File: config.mk
export PLATFORM = sky130hd
export DESIGN_NAME = daq_file_reader_flat
export DESIGN_NICKNAME = d
export VERILOG_FILES = /design/src/rtl/daq_file_reader_if.sv /design/src/rtl/daq_file_reader.sv /design/src/flat_wrapper.sv
export SDC_FILE = /design/constraint.sdc
export NUM_CORES = 1
export LEC_CHECK = 0
export ABC_AREA = 1
export BUFFER_PORTS_ARGS = -buffer_cell sky130_fd_sc_hd__buf_2
export CAP_MARGIN = 0
export CELL_PAD_IN_SITES_DETAIL_PLACEMENT = 0
export CELL_PAD_IN_SITES_GLOBAL_PLACEMENT = 1
export CORE_MARGIN = 5
export CORE_UTILIZATION = 38
export CTS_BUF_LIST = sky130_fd_sc_hd__clkbuf_2 sky130_fd_sc_hd__clkbuf_4 sky130_fd_sc_hd__clkbuf_8
export DETAILED_ROUTE_END_ITERATION = 7
export GPL_ROUTABILITY_DRIVEN = 0
export PLACE_DENSITY = 0.89
export RECOVER_POWER = 50
export SLEW_MARGIN = 25
export SYNTH_ARGS = -nofsm -noshare
export SYNTH_HDL_FRONTEND = slang
export SYNTH_SLANG_ARGS = --single-unit
export TNS_END_PERCENT = 100
File: constraint.sdc
create_clock -name wb_clk -period 2.87 [get_ports wb_clk]
set_clock_uncertainty 0.1 [all_clocks]
set_input_delay 0.287 -clock wb_clk [delete_from_list [all_inputs] [get_ports wb_clk]]
set_output_delay 0.287 -clock wb_clk [all_outputs]
set_load 0.05 [all_outputs]
File: src/rtl/daq_file_reader_if.sv
// Single-transaction wishbone master front-end bundle, shared by the DAQ writer and reader.
interface daq_file_reader_if #(
    parameter int aw = 32,
    parameter int dw = 32
);
    logic [aw-1:0] address;
    logic          start;
    logic [3:0]    selection;
    logic          write;
    logic [dw-1:0] data_wr;
    logic [dw-1:0] data_rd;
    logic          active;

    modport master (
        output address, start, selection, write, data_wr,
        input  data_rd, active
    );

    modport slave (
        input  address, start, selection, write, data_wr,
        output data_rd, active
    );
endinterface

File: src/rtl/daq_file_reader.sv
// DAQ circular-file reader: pops one 32-bit sample at rd_ptr and writes the descriptor back.
// Optional DAQ_READER_PEEK_EN adds file_peek, which returns the sample without writeback.

`ifndef WB_RAM0
`define WB_RAM0 32'h0001_0000
`endif
`ifndef FILE_START_OFFSET
`define FILE_START_OFFSET 32'h00
`endif
`ifndef FILE_END_OFFSET
`define FILE_END_OFFSET 32'h04
`endif
`ifndef FILE_RDPTR_OFFSET
`define FILE_RDPTR_OFFSET 32'h08
`endif
`ifndef FILE_WRPTR_OFFSET
`define FILE_WRPTR_OFFSET 32'h0C
`endif
`ifndef FILE_STATUS_OFFSET
`define FILE_STATUS_OFFSET 32'h10
`endif
`ifndef F_STATUS_WRAP_AROUND
`define F_STATUS_WRAP_AROUND 0
`endif

// state          | meaning
// IDLE           | waiting for file_read
// RD_<field>     | descriptor read request (start, end, rd_ptr, wr_ptr, status)
// RD_<field>_DONE| wait for active low, capture data_rd
// CHECK          | empty decision
// RD_DATA(_DONE) | fetch sample at rd_ptr, compute next rd_ptr/status
// WR_STATUS(_DONE)| write status back
// WR_RDPTR(_DONE)| write next rd_ptr back
// DONE           | file_done pulse
module daq_file_reader #(
    parameter int          dw          = 32,
    parameter int          aw          = 32,
    parameter logic [31:0] DESC_STRIDE = 32'h20
) (
    input  logic              wb_clk,
    input  logic              wb_rst_n,
    input  logic [7:0]        file_num,
    input  logic              file_read,
`ifdef DAQ_READER_PEEK_EN
    input  logic              file_peek,
`endif
    output logic [dw-1:0]     file_read_data,
    output logic              file_done,
    output logic              file_empty,
    output logic              file_active,
    daq_file_reader_if.master bus
);

    localparam int WRAP_BIT = `F_STATUS_WRAP_AROUND;

    typedef enum logic [4:0] {
        IDLE,
        RD_START,
        RD_START_DONE,
        RD_END,
        RD_END_DONE,
        RD_RDPTR,
        RD_RDPTR_DONE,
        RD_WRPTR,
        RD_WRPTR_DONE,
        RD_STATUS,
        RD_STATUS_DONE,
        CHECK,
        RD_DATA,
        RD_DATA_DONE,
        WR_STATUS,
        WR_STATUS_DONE,
        WR_RDPTR,
        WR_RDPTR_DONE,
        DONE
    } state_t;

    state_t        state_q, state_d;
    logic [aw-1:0] base_q, base_d;
    logic [dw-1:0] start_addr_q, start_addr_d;
    logic [dw-1:0] end_addr_q, end_addr_d;
    logic [dw-1:0] rd_ptr_q, rd_ptr_d;
    logic [dw-1:0] wr_ptr_q, wr_ptr_d;
    logic [dw-1:0] status_q, status_d;
    logic [dw-1:0] data_q, data_d;
    logic          empty_q, empty_d;
    logic          peek_q, peek_d;

    logic          peek_req;
    logic [dw-1:0] next_rd;
    logic          rd_wraps;

    logic [aw-1:0] req_addr;
    logic          req_write;
    logic [dw-1:0] req_data;
    logic          req_phase;
    logic          hold_phase;

`ifdef DAQ_READER_PEEK_EN
    assign peek_req = file_peek;
`else
    assign peek_req = 1'b0;
`endif

    // Pointer compare is unsigned on the 32-bit wrapped sum.
    assign next_rd  = rd_ptr_q + dw'(4);
    assign rd_wraps = next_rd > end_addr_q;

    assign file_read_data = data_q;
    assign file_empty     = empty_q;

    always_ff @(posedge wb_clk) begin
        if (!wb_rst_n) begin
            state_q      <= IDLE;
            base_q       <= '0;
            start_addr_q <= '0;
            end_addr_q   <= '0;
            rd_ptr_q     <= '0;
            wr_ptr_q     <= '0;
            status_q     <= '0;
            data_q       <= '0;
            empty_q      <= 1'b0;
            peek_q       <= 1'b0;
        end else begin
            state_q      <= state_d;
            base_q       <= base_d;
            start_addr_q <= start_addr_d;
            end_addr_q   <= end_addr_d;
            rd_ptr_q     <= rd_ptr_d;
            wr_ptr_q     <= wr_ptr_d;
            status_q     <= status_d;
            data_q       <= data_d;
            empty_q      <= empty_d;
            peek_q       <= peek_d;
        end
    end

    // Address map per access; the _DONE half keeps the address stable.
    always_comb begin
        req_addr   = '0;
        req_write  = 1'b0;
        req_data   = '0;
        req_phase  = 1'b0;
        hold_phase = 1'b0;
        case (state_q)
            RD_START, RD_START_DONE: req_addr = base_q + aw'(`FILE_START_OFFSET);
            RD_END, RD_END_DONE:     req_addr = base_q + aw'(`FILE_END_OFFSET);
            RD_RDPTR, RD_RDPTR_DONE: req_addr = base_q + aw'(`FILE_RDPTR_OFFSET);
            RD_WRPTR, RD_WRPTR_DONE: req_addr = base_q + aw'(`FILE_WRPTR_OFFSET);
            RD_STATUS, RD_STATUS_DONE: req_addr = base_q + aw'(`FILE_STATUS_OFFSET);
            RD_DATA, RD_DATA_DONE:   req_addr = aw'(rd_ptr_q);
            WR_STATUS, WR_STATUS_DONE: begin
                req_addr  = base_q + aw'(`FILE_STATUS_OFFSET);
                req_write = 1'b1;
                req_data  = status_q;
            end
            WR_RDPTR, WR_RDPTR_DONE: begin
                req_addr  = base_q + aw'(`FILE_RDPTR_OFFSET);
                req_write = 1'b1;
                req_data  = rd_ptr_q;
            end
            default: req_addr = '0;
        endcase
        case (state_q)
            RD_START, RD_END, RD_RDPTR, RD_WRPTR, RD_STATUS,
            RD_DATA, WR_STATUS, WR_RDPTR: req_phase = 1'b1;
            RD_START_DONE, RD_END_DONE, RD_RDPTR_DONE, RD_WRPTR_DONE, RD_STATUS_DONE,
            RD_DATA_DONE, WR_STATUS_DONE, WR_RDPTR_DONE: hold_phase = 1'b1;
            default: req_phase = 1'b0;
        endcase
    end

    always_comb begin
        state_d      = state_q;
        base_d       = base_q;
        start_addr_d = start_addr_q;
        end_addr_d   = end_addr_q;
        rd_ptr_d     = rd_ptr_q;
        wr_ptr_d     = wr_ptr_q;
        status_d     = status_q;
        data_d       = data_q;
        empty_d      = empty_q;
        peek_d       = peek_q;
        file_done    = 1'b0;
        file_active  = 1'b1;

        bus.address   = '0;
        bus.start     = 1'b0;
        bus.selection = 4'h0;
        bus.write     = 1'b0;
        bus.data_wr   = '0;
        if (req_phase) begin
            bus.address   = req_addr;
            bus.start     = 1'b1;
            bus.selection = 4'hF;
            bus.write     = req_write;
            bus.data_wr   = req_data;
        end else if (hold_phase) begin
            bus.address = req_addr;
        end

        case (state_q)
            IDLE: begin
                file_active = 1'b0;
                if (file_read) begin
                    base_d  = aw'(`WB_RAM0) + aw'(DESC_STRIDE) * aw'(file_num);
                    data_d  = '0;
                    empty_d = 1'b0;
                    peek_d  = peek_req;
                    state_d = RD_START;
                end
            end
            RD_START:       if (bus.active) state_d = RD_START_DONE;
            RD_START_DONE: begin
                if (!bus.active) begin
                    start_addr_d = bus.data_rd;
                    state_d      = RD_END;
                end
            end
            RD_END:         if (bus.active) state_d = RD_END_DONE;
            RD_END_DONE: begin
                if (!bus.active) begin
                    end_addr_d = bus.data_rd;
                    state_d    = RD_RDPTR;
                end
            end
            RD_RDPTR:       if (bus.active) state_d = RD_RDPTR_DONE;
            RD_RDPTR_DONE: begin
                if (!bus.active) begin
                    rd_ptr_d = bus.data_rd;
                    state_d  = RD_WRPTR;
                end
            end
            RD_WRPTR:       if (bus.active) state_d = RD_WRPTR_DONE;
            RD_WRPTR_DONE: begin
                if (!bus.active) begin
                    wr_ptr_d = bus.data_rd;
                    state_d  = RD_STATUS;
                end
            end
            RD_STATUS:      if (bus.active) state_d = RD_STATUS_DONE;
            RD_STATUS_DONE: begin
                if (!bus.active) begin
                    status_d = bus.data_rd;
                    state_d  = CHECK;
                end
            end
            // Equal pointers with the wrap flag set mean the writer lapped us: full, not empty.
            CHECK: begin
                if ((rd_ptr_q == wr_ptr_q) && !status_q[WRAP_BIT]) begin
                    empty_d = 1'b1;
                    data_d  = '0;
                    state_d = DONE;
                end else begin
                    state_d = RD_DATA;
                end
            end
            RD_DATA:        if (bus.active) state_d = RD_DATA_DONE;
            RD_DATA_DONE: begin
                if (!bus.active) begin
                    data_d = bus.data_rd;
                    if (peek_q) begin
                        state_d = DONE;
                    end else begin
                        rd_ptr_d = rd_wraps ? start_addr_q : next_rd;
                        if (rd_wraps) status_d[WRAP_BIT] = 1'b0;
                        state_d = WR_STATUS;
                    end
                end
            end
            WR_STATUS:      if (bus.active) state_d = WR_STATUS_DONE;
            WR_STATUS_DONE: if (!bus.active) state_d = WR_RDPTR;
            WR_RDPTR:       if (bus.active) state_d = WR_RDPTR_DONE;
            WR_RDPTR_DONE:  if (!bus.active) state_d = DONE;
            DONE: begin
                file_done   = 1'b1;
                file_active = 1'b0;
                state_d     = IDLE;
            end
            default: begin
                file_active = 1'b0;
                state_d     = IDLE;
            end
        endcase
    end

endmodule

File: src/flat_wrapper.sv
// flat-port wrapper written by rule: the top's interface ports become plain ports
module daq_file_reader_flat 
#(
    parameter int          dw          = 32,
    parameter int          aw          = 32,
    parameter logic [31:0] DESC_STRIDE = 32'h20
)
  (wb_clk, wb_rst_n, file_num, file_read, file_read_data, file_done, file_empty, file_active, bus_address, bus_start, bus_selection, bus_write, bus_data_wr, bus_data_rd, bus_active);
  daq_file_reader_if #(.aw(aw), .dw(dw)) bus_i ();
  input  logic wb_clk;
  input  logic wb_rst_n;
  input  logic [7:0] file_num;
  input  logic file_read;
  output logic [dw-1:0] file_read_data;
  output logic file_done;
  output logic file_empty;
  output logic file_active;
  output wire logic [$bits(bus_i.address)-1:0] bus_address;
  output wire logic [$bits(bus_i.start)-1:0] bus_start;
  output wire logic [$bits(bus_i.selection)-1:0] bus_selection;
  output wire logic [$bits(bus_i.write)-1:0] bus_write;
  output wire logic [$bits(bus_i.data_wr)-1:0] bus_data_wr;
  input wire logic [$bits(bus_i.data_rd)-1:0] bus_data_rd;
  input wire logic [$bits(bus_i.active)-1:0] bus_active;
  assign bus_address = bus_i.address;
  assign bus_start = bus_i.start;
  assign bus_selection = bus_i.selection;
  assign bus_write = bus_i.write;
  assign bus_data_wr = bus_i.data_wr;
  assign bus_i.data_rd = bus_data_rd;
  assign bus_i.active = bus_active;
  daq_file_reader #(.dw(dw), .aw(aw), .DESC_STRIDE(DESC_STRIDE)) u_core (.wb_clk(wb_clk), .wb_rst_n(wb_rst_n), .file_num(file_num), .file_read(file_read), .file_read_data(file_read_data), .file_done(file_done), .file_empty(file_empty), .file_active(file_active), .bus(bus_i));
endmodule
### After elaboration in Yosys (flattened, before gate mapping)

Cells that the tools add are included.

* output and inout port bits: 105
* register bits after elaboration: 230
* input port bits: 44

* order comparisons: 1
* add/subtract/negate cells: 6
* multiplexer cells: 46
* equal/unequal tests: 38
* bitwise operators: 1
* reductions and logical operators: 29

Operators by type and width (number)
* $mux 32: 8
* $pmux 32 s6: 1
* $pmux 32 s2: 2
* $pmux 32 s3: 1
* $mux 5: 18
* $pmux 5 s18: 1
* $add 32x3->32 const B: 2
* $add 32x4->32 const B: 2
* $eq 5x4->1 const B: 8
* $ne 2x2->1 const B: 17
* $add 32x5->32 const B: 1
* $eq 32x32->1: 1
* $gt 32x32->1: 1
* $eq 5x3->1 const B: 4
* $add 17x13->18 const A: 1
* $reduce_and 17->1: 1
* $reduce_or 17->1: 1
* $reduce_or 8->1: 2
* $eq 5x5->1 const B: 3
* $mux 1: 12
* $reduce_or 2->1: 6
* $reduce_or 4->1: 3
* $eq 5x2->1 const B: 2
* $reduce_and 2->1: 5
* other kinds (12): 18

### Depth between registers and ports, before layout

Gate-level depths: netlist of the first run.

* depth after elaboration: 5
* depth in mapped cells: 22
* depth with buffers taken out: 21

### Least setup slack after synthesis of the first run

OpenSTA, ideal clock, no wires.

* path kind: flip-flop to flip-flop
* start point: register u_core.rd_ptr_q[2]
* end point: register u_core.rd_ptr_q[31]
* stages on the path, launching flop included: 20
* arrival: 2.735 ns
* path slack: -0.021 ns
* period minus slack after synthesis: 2.891 ns
* cells stage by stage: dfxtp_1 -> ha_1 -> nand3_1 -> inv_1 -> nand2_1 -> nor3_1 -> xor2_1 -> inv_1 -> ha_1 -> nand2_1 -> nor2_1 -> nand2_1 -> nor3b_2 -> nand4_1 -> nand2_1 -> buf_2 -> nand3_1 -> nand3_1 -> nand2_1 -> inv_1

* cells in the longest elaborated chain, start to end: 5

Ends and longest elaborated chain
* start, declared: line daq_file_reader.sv:82 `logic [dw-1:0] rd_ptr_q, rd_ptr_d;`
* start signal, assigned: line daq_file_reader.sv:129 `rd_ptr_q <= rd_ptr_d;`
* $add 32x3->32 *: line daq_file_reader.sv:106 `assign next_rd = rd_ptr_q + dw'(4);`
* $gt 32x32->1: line daq_file_reader.sv:107 `assign rd_wraps = next_rd > end_addr_q;`
* $mux 32 *: line daq_file_reader.sv:265 `rd_ptr_d = rd_wraps ? start_addr_q : next_rd;`
* $mux 32 *: line daq_file_reader.sv:260 `if (!bus.active) begin`
* $pmux 32 s2 *: line daq_file_reader.sv:202 `case (state_q)`

Mark *: on every way between the ends. The rest lies on a longest branch, timed or not. The select of a mux whose other input is x is not followed.
A chain may end at the register's enable or synchronous reset.

### Final worst setup path of the first run

* start point: register u_core.rd_ptr_q[17]
* end point: register u_core.rd_ptr_q[27]

Same word-level chain as after synthesis.

==> flow_summary.json, run 1 <==
{
  "status": "finished, violations left",
  "violations": "negative setup slack",
  "timing.final.crit_period_ns": 3.25,
  "grt_first_pass_wirelength_mm": 70.3,
  "crit_required_ns": 3.24,
  "yosys_warnings": 0,
  "fin_hold_ws_ns": 0.0147,
  "clk_path_buf_depth": 3,
  "wl_per_cell_um": 19.0,
  "cts-buffers-inserted": 39,
  "hold_class": "input pin to flip-flop",
  "die_w_um": 185,
  "hpwl_mm": 31.2,
  "path_max_fanout": 7,
  "avgSynthCellArea_sq_um": 6.52,
  "ys_seq_area_share_pct": 35.8,
  "syn_nets": 1852,
  "slew_viol_final": 0,
  "clk_pin_slew_ns": 0.06,
  "cts_tree": "built",
  "synthArstFlopShare_pct": 0,
  "vdd_drop_max_uv": 374,
  "ys.flop_type": "dfxtp_1",
  "n_antenna_cell": 0,
  "drt_iter0_drc": 1426,
  "netlist_area_sq_um": 11600,
  "area_delta_synth_final_pct": 34.6,
  "clkSinkCount": 207,
  "grtUsageTotal_pct": 25.9,
  "design.core.area_sq_um": 30300,
  "die_h_um": 185,
  "max_slew_margin_pct": 11.6,
  "final_hold_viol_count": 0,
  "netlist.area_leader.share_pct": 35.8,
  "max_freq_mhz": 308,
  "startpoint_type": "flip-flop",
  "io_buffer_count": 148,
  "worst_pin_slew_ns": 1.33,
  "drive_gt1_share_pct": 24.8,
  "yosysUniqueCellTypes": 34,
  "powerDensity_nw_per_um2": 727,
  "synth_cells": 1775,
  "drcViolationCount": 0,
  "final.fill_count": 3000,
  "cts_max_level": 2,
  "setup_ws_ns": -0.381,
  "synth_area_leader_cell": "dfxtp_1",
  "fin_nets": 2128,
  "ioPinCount": 149,
  "synthTopCellsByArea": "dfxtp_1 (36%), nand2_1 (13%), a21oi_1 (11%), nand3_1 (8.6%), inv_1 (6.3%)",
  "crit_path_end_kind": "flip-flop",
  "min_period_over_period_pct": 113,
  "pre_cts_ws_ns": -0.614,
  "dieArea_sq_um": 34100,
  "overflow": 0,
  "vias": 13500,
  "ant_nets": 0,
  "dr.pass1.iters": 5,
  "grt_pass1_vias": 12700,
  "synth_edf_count": 0,
  "ys_ff_latch": 207,
  "initial_core_util_pct": 38.1,
  "multi_input_area_sq_um": 6810,
  "grt_start_max_net_pins": 82,
  "crit_type": "flip-flop to flip-flop",
  "setup_violations": 81,
  "wl_mm": 47.0,
  "std_cell_rows": 64,
  "root_buffer": "clkbuf_8",
  "regArea_sq_um": 4210,
  "clock_latency_ns": 0.58,
  "drv_cap": 0,
  "vias_per_cell": 5.47,
  "p_leak_nw": 6.82,
  "rsz0062_at_grt": "yes",
  "antenna_found_initial": 0,
  "arrival_ns": 3.62
}
[repair_timing]
action / 4_1_cts / 5_1_grt
buffers inserted: 9 / 11
gates resized for setup: 57 / 160
pin swaps: 16 / 48
setup endpoints to repair: 79 / 78
hold buffers: 35 / 0
endpoints found under the hold margin: 69 / 0
gates cloned: 2 / 2
[worst max-delay path, cell delays in order (launching register included)]
cell,delay (ns)
dfxtp_4,0.37
nand2_4,0.08
nor3_4,0.25
nand2_2,0.13
nor3_2,0.19
buf_4,0.15
xor2_1,0.14
inv_1,0.08
ha_1,0.29
nand2_1,0.10
nor2_2,0.14
nor3b_4,0.25
nand2_1,0.14
nand2_4,0.11
nand2_4,0.06
buf_12,0.14
buf_12,0.14
buf_6,0.11
nand3_2,0.05
nand3_2,0.07
nand2_1,0.06
inv_1,0.04
[path summary, 6_finish.rpt]
check	cells after the start	from	slack, ns	to
max	21	u_core.rd_ptr_q[17]	-0.38	u_core.rd_ptr_q[27]
max reg2reg	21	u_core.rd_ptr_q[17]	-0.38	u_core.rd_ptr_q[27]
min reg2reg	2	u_core.base_q[8]	0.35	u_core.base_q[8]
min	3	bus_data_rd[19]	0.01	u_core.status_q[19]
[cell usage in the layout (no fill, tap or decap), drive strengths merged]
| cell type | instances |
|---|---|
| nor3 | 26 |
| nand3 | 202 |
| inv | 204 |
| a21oi | 254 |
| and3 | 1 |
| xnor2 | 7 |
| o211ai | 2 |
| xor2 | 29 |
| dlygate4sd3 | 35 |
| clkinv | 5 |
| nand4 | 78 |
| clkbuf | 107 |
| o21ai | 67 |
| nand2 | 404 |
| dfxtp | 207 |
| o22ai | 14 |
| clkinvlp | 2 |
| o21a | 1 |
| nor2 | 121 |
| nor4 | 2 |
| buf | 274 |
| a21o | 1 |
| ha | 33 |
| nor3b | 2 |
[layer usage]
| layer | vias to the layer above | wire, um | track usage [%] |
|---|---|---|---|
| li1 | 6403 | - | - |
| met1 | 6333 | 19900 | 34.8 |
| met2 | 661 | 21100 | 41.2 |
| met3 | 146 | 4210 | 5.11 |
| met4 | 0 | 1830 | 9.70 |
| met5 | - | 0 | 0 |
[power by group]
group	internal, mW	switching, mW
logic	1.58	3.46
registers	3.19	0.174
clock network	1.61	1.30
total	6.39	4.94
[cells by family (layout without fill, tap and decap cells)]
family                   Yosys count  after routing  share of synthesized area (%)
buffers and inverters            324            627                           11.0
flip-flops                       207            207                           35.8
AND/OR/NAND/NOR                  836            836                           32.0
XOR/XNOR                          36             36                           2.72
adder cells (fa/ha/maj)           33             33                           3.57
AO/OA/AOI/OAI                    339            339                           14.9
[cell type report]
cell class | instances | share of cell area, %
clock inverter | 7 | 0.281
clock buffer | 61 | 4.67
timing repair buffer | 355 | 16.2
inverter | 204 | 4.99
multi-input combinational | 1244 | 43.7
tap | 396 | 3.18
sequential | 207 | 27.0
[through the flow]
step           TNS [ns]  util (%)  cell area [sq um]  total power, mW  cells
2_1_floorplan         0         -              11600             6.42   1775
3_3_place_gp     -19.08      44.5              13500             7.65   2350
3_5_place_dp     -19.21      44.5              13500             7.68   2350
4_1_cts          -10.40      49.3              15000             11.0   2464
5_1_grt          -30.60      51.3              15600             11.8   2474
6_report         -11.84      51.3              15600             11.3   2474
[flip-flops by register name (all words and copies together) (netlist names)]
register	cells
u_core.end_addr_q	32
u_core.file_read_data	32
u_core.rd_ptr_q	32
u_core.start_addr_q	32
u_core.status_q	32
u_core.wr_ptr_q	32
u_core.base_q	9
u_core.state_q	5
u_core.file_empty	1
[synthesized netlist by cell type, types with 2 or more instances]
cell        n
a21oi_1   254
buf_2      31
buf_4       5
clkbuf_1   82
clkinv_1    2
dfxtp_1   207
ha_1       33
inv_1     193
inv_2       9
nand2_1   402
nand2_2     2
nand3_1   200
nand3_2     2
nand4_1    78
nor2_1    116
nor2_2      3
nor2_4      2
nor3_1     23
nor3_4      2
nor4_1      2
o211ai_1    2
o21ai_0    66
o22ai_1    14
xnor2_1     7
xor2_1     29
Note: power is estimated with default switching activity, not from simulation.
==> run 2, diff against run 1 <==
--- a/config.mk
+++ b/config.mk
@@ -5,13 +5,12 @@
 export SDC_FILE = /design/constraint.sdc
 export NUM_CORES = 1
 export LEC_CHECK = 0
-export ABC_AREA = 1
 export BUFFER_PORTS_ARGS = -buffer_cell sky130_fd_sc_hd__buf_2
 export CAP_MARGIN = 0
 export CELL_PAD_IN_SITES_DETAIL_PLACEMENT = 0
 export CELL_PAD_IN_SITES_GLOBAL_PLACEMENT = 1
 export CORE_MARGIN = 5
-export CORE_UTILIZATION = 38
+export CORE_UTILIZATION = 39
 export CTS_BUF_LIST = sky130_fd_sc_hd__clkbuf_2 sky130_fd_sc_hd__clkbuf_4 sky130_fd_sc_hd__clkbuf_8
 export DETAILED_ROUTE_END_ITERATION = 7
 export GPL_ROUTABILITY_DRIVEN = 0
==> run 2 against run 1 <==
Against the previous run:
- the flow still finishes with violations (negative setup slack)
- routed wire length is 15% lower
- sequential power is 8.9% lower
- hold slack better by 0.0065 ns
- final cell count is 14% lower
- non-clock buffer count is 4 lower
- power is 23% lower
- combinational power is 50% lower
- first-iteration DRC count is 19% lower
- largest power group is now clock
==> flow_summary.json, run 2 <==
{
  "n_antenna_cell": 0,
  "slew_viol_final": 0,
  "path_max_fanout": 5,
  "ant_nets": 0,
  "max_freq_mhz": 279,
  "final_common_cell": "nand2_1",
  "min_period_over_period_pct": 125,
  "arrival_ns": 3.91,
  "final_hold_viol_count": 0,
  "hpwl_mm": 26.6,
  "rsz0062_at_grt": "yes",
  "netlist.area_leader.share_pct": 38.2,
  "synth_common_cells": "nand2_1 (295), a21oi_1 (217), dfxtp_1 (207)",
  "power_mw": 8.74,
  "yosysUniqueCellTypes": 61,
  "synth_area_leader_cell": "dfxtp_1",
  "placed_area_sq_um": 12700,
  "cts_tree": "built",
  "startpoint_type": "flip-flop",
  "use_met3_pct": 5.62,
  "setup_violations": 50,
  "p_leak_nw": 5.42,
  "avgSynthCellArea_sq_um": 7.41,
  "synthArstFlopShare_pct": 0,
  "setup_tns_ns": -21.66,
  "utilization_pct": 52.1,
  "crit_required_ns": 3.20,
  "regArea_sq_um": 4160,
  "use_met2_pct": 39.1,
  "drv_cap": 0,
  "cp_cell_sequence": "nand4_1 > buf_4 > nor4_4 > buf_4 > nand4_1 > xnor2_1 > ha_1 > nand4_1 > buf_4 > o211ai_1 > buf_4 > buf_4 > mux2i_2 > a211oi_2 > o21a_1",
  "dieArea_sq_um": 31300,
  "final.fill_count": 2647,
  "slowest_delay_ns": 0.40,
  "die_h_um": 177,
  "crit_top_cell": "buf_4",
  "multi_input_area_sq_um": 6290,
  "clk_path_buf_depth": 3,
  "hold_class": "input pin to flip-flop",
  "synth_most_common_cell": "nand2_1",
  "crit_path_end_kind": "flip-flop",
  "drt_iter0_drc": 1158,
  "timing.final.crit_period_ns": 3.59,
  "initial_core_util_pct": 39.3,
  "met1_usage_pct": 33.0,
  "wl_mm": 40.1,
  "netlist_area_sq_um": 10900,
  "cts-buffers-inserted": 39,
  "drive_gt1_share_pct": 23.8,
  "vias_per_cell": 5.55,
  "vdd_drop_max_uv": 344,
  "fin_nets": 1801,
  "area_delta_synth_final_pct": 32.7,
  "drcViolationCount": 0,
  "instances_no_fill": 2129,
  "powerDensity_nw_per_um2": 607,
  "crit_type": "flip-flop to flip-flop",
  "ioPinCount": 149,
  "root_buffer": "clkbuf_8",
  "yosys_warnings": 0,
  "synthTopCellsByArea": "dfxtp_1 (38%), nand2_1 (10%), a21oi_1 (10%), nand3_1 (5.1%), xnor2_1 (4.6%)",
  "worstHoldStart": "file_read",
  "design.core.area_sq_um": 27600,
  "synth_edf_count": 0,
  "pre_cts_ws_ns": -0.808,
  "ys.flop_type": "dfxtp_1",
  "grtUsageTotal_pct": 24.7,
  "io_buffer_count": 148,
  "rr_startpoint": "u_core.rd_ptr_q[8]",
  "layout_common_cells": "nand2_1 (293), a21oi_1 (215), dfxtp_1 (196)",
  "clock_latency_ns": 0.54,
  "vias": 11800,
  "grt_start_max_net_pins": 71,
  "grt_busiest_layer": "met2",
  "clkSinkCount": 207,
  "status": "finished, violations left",
  "setup_ws_ns": -0.716,
  "crit_start": "u_core.rd_ptr_q[8]",
  "worst_pin_slew_ns": 0.944,
  "violations": "negative setup slack",
  "dr.pass1.iters": 6,
  "grt_pass1_vias": 11400,
  "antenna_found_initial": 0,
  "grt_first_pass_wirelength_mm": 62.1,
  "clk_pin_slew_ns": 0.06,
  "fin_hold_ws_ns": 0.0213,
  "cp_slowest_cell": "o211ai_1",
  "syn_nets": 1541,
  "synth_cells": 1464,
  "ys_seq_area_share_pct": 38.2,
  "max_slew_margin_pct": 37.1,
  "wl_per_cell_um": 18.8,
  "dp.cells": 1994,
  "cts_max_level": 2,
  "std_cell_rows": 61,
  "ys_ff_latch": 207,
  "die_w_um": 177,
  "stdcell_area_sq_um": 14400,
  "overflow": 0
}
==> run 2: changes by cell type in the layout (fill, tap and decap cells not counted), sizes merged, moves of 34 or more <==
cell / change
a21oi: -35
nor2: -53
a22oi: +34
nand2b: +35
nand2: -109
nand4: -54
nand3: -92
inv: -158
xnor2: +50
==> run 2: layout make-up <==
class / count / area share [%]
timing repair buffer: 351 / 17.1
inverter: 46 / 1.22
clock buffer: 62 / 5.36
tap: 378 / 3.28
sequential: 207 / 28.9
clock inverter: 6 / 0.556
multi-input combinational: 1079 / 43.7
==> run 2: cell families after synthesis <==
group	count (synthesis)	share of synthesized area, %
simple gates	602	25.3
compound gates	374	20.1
flops	207	38.2
buf+inv	179	6.88
xor+xnor	61	4.92
fa+ha+maj	33	3.80
mux	8	0.772
==> run 2: per-layer routing <==
metal | share of wire [%] | wire (um)
met2 | 45 | 18000
met1 | 42 | 16900
met4 | 3.4 | 1360
met3 | 9.4 | 3760
met5 | 0 | 0
==> run 2: worst max-delay path, delay by kind of cell, from the launching register on <==
kind	cells	cell delay, ns
xor+xnor	1	0.18
buf+inv	5	0.93
simple gates	4	0.69
compound gates	3	0.64
fa+ha+maj	1	0.36
flops	1	0.33
mux	1	0.25
==> run 2: worst paths after layout <==
check        cells after the start  slack, ns                     to
min                              3       0.02       u_core.base_q[7]
max                             15      -0.72     u_core.rd_ptr_q[3]
max reg2reg                     15      -0.72     u_core.rd_ptr_q[3]
min reg2reg                      2       0.35  u_core.end_addr_q[19]
==> run 2: power by group <==
| group | total [mW] | internal (mW) | switching [mW] |
|---|---|---|---|
| registers | 3.07 | 2.97 | 0.0977 |
| logic | 2.53 | 0.905 | 1.63 |
| clock network | 3.15 | 1.88 | 1.27 |
==> run 2: what timing repair did <==
action,in CTS,in global routing
endpoints found under the hold margin,150,0
setup endpoints to repair,79,97
buffers inserted,23,2
hold buffers,40,0
pin swaps,34,2
gates resized for setup,61,14
gates cloned,3,0
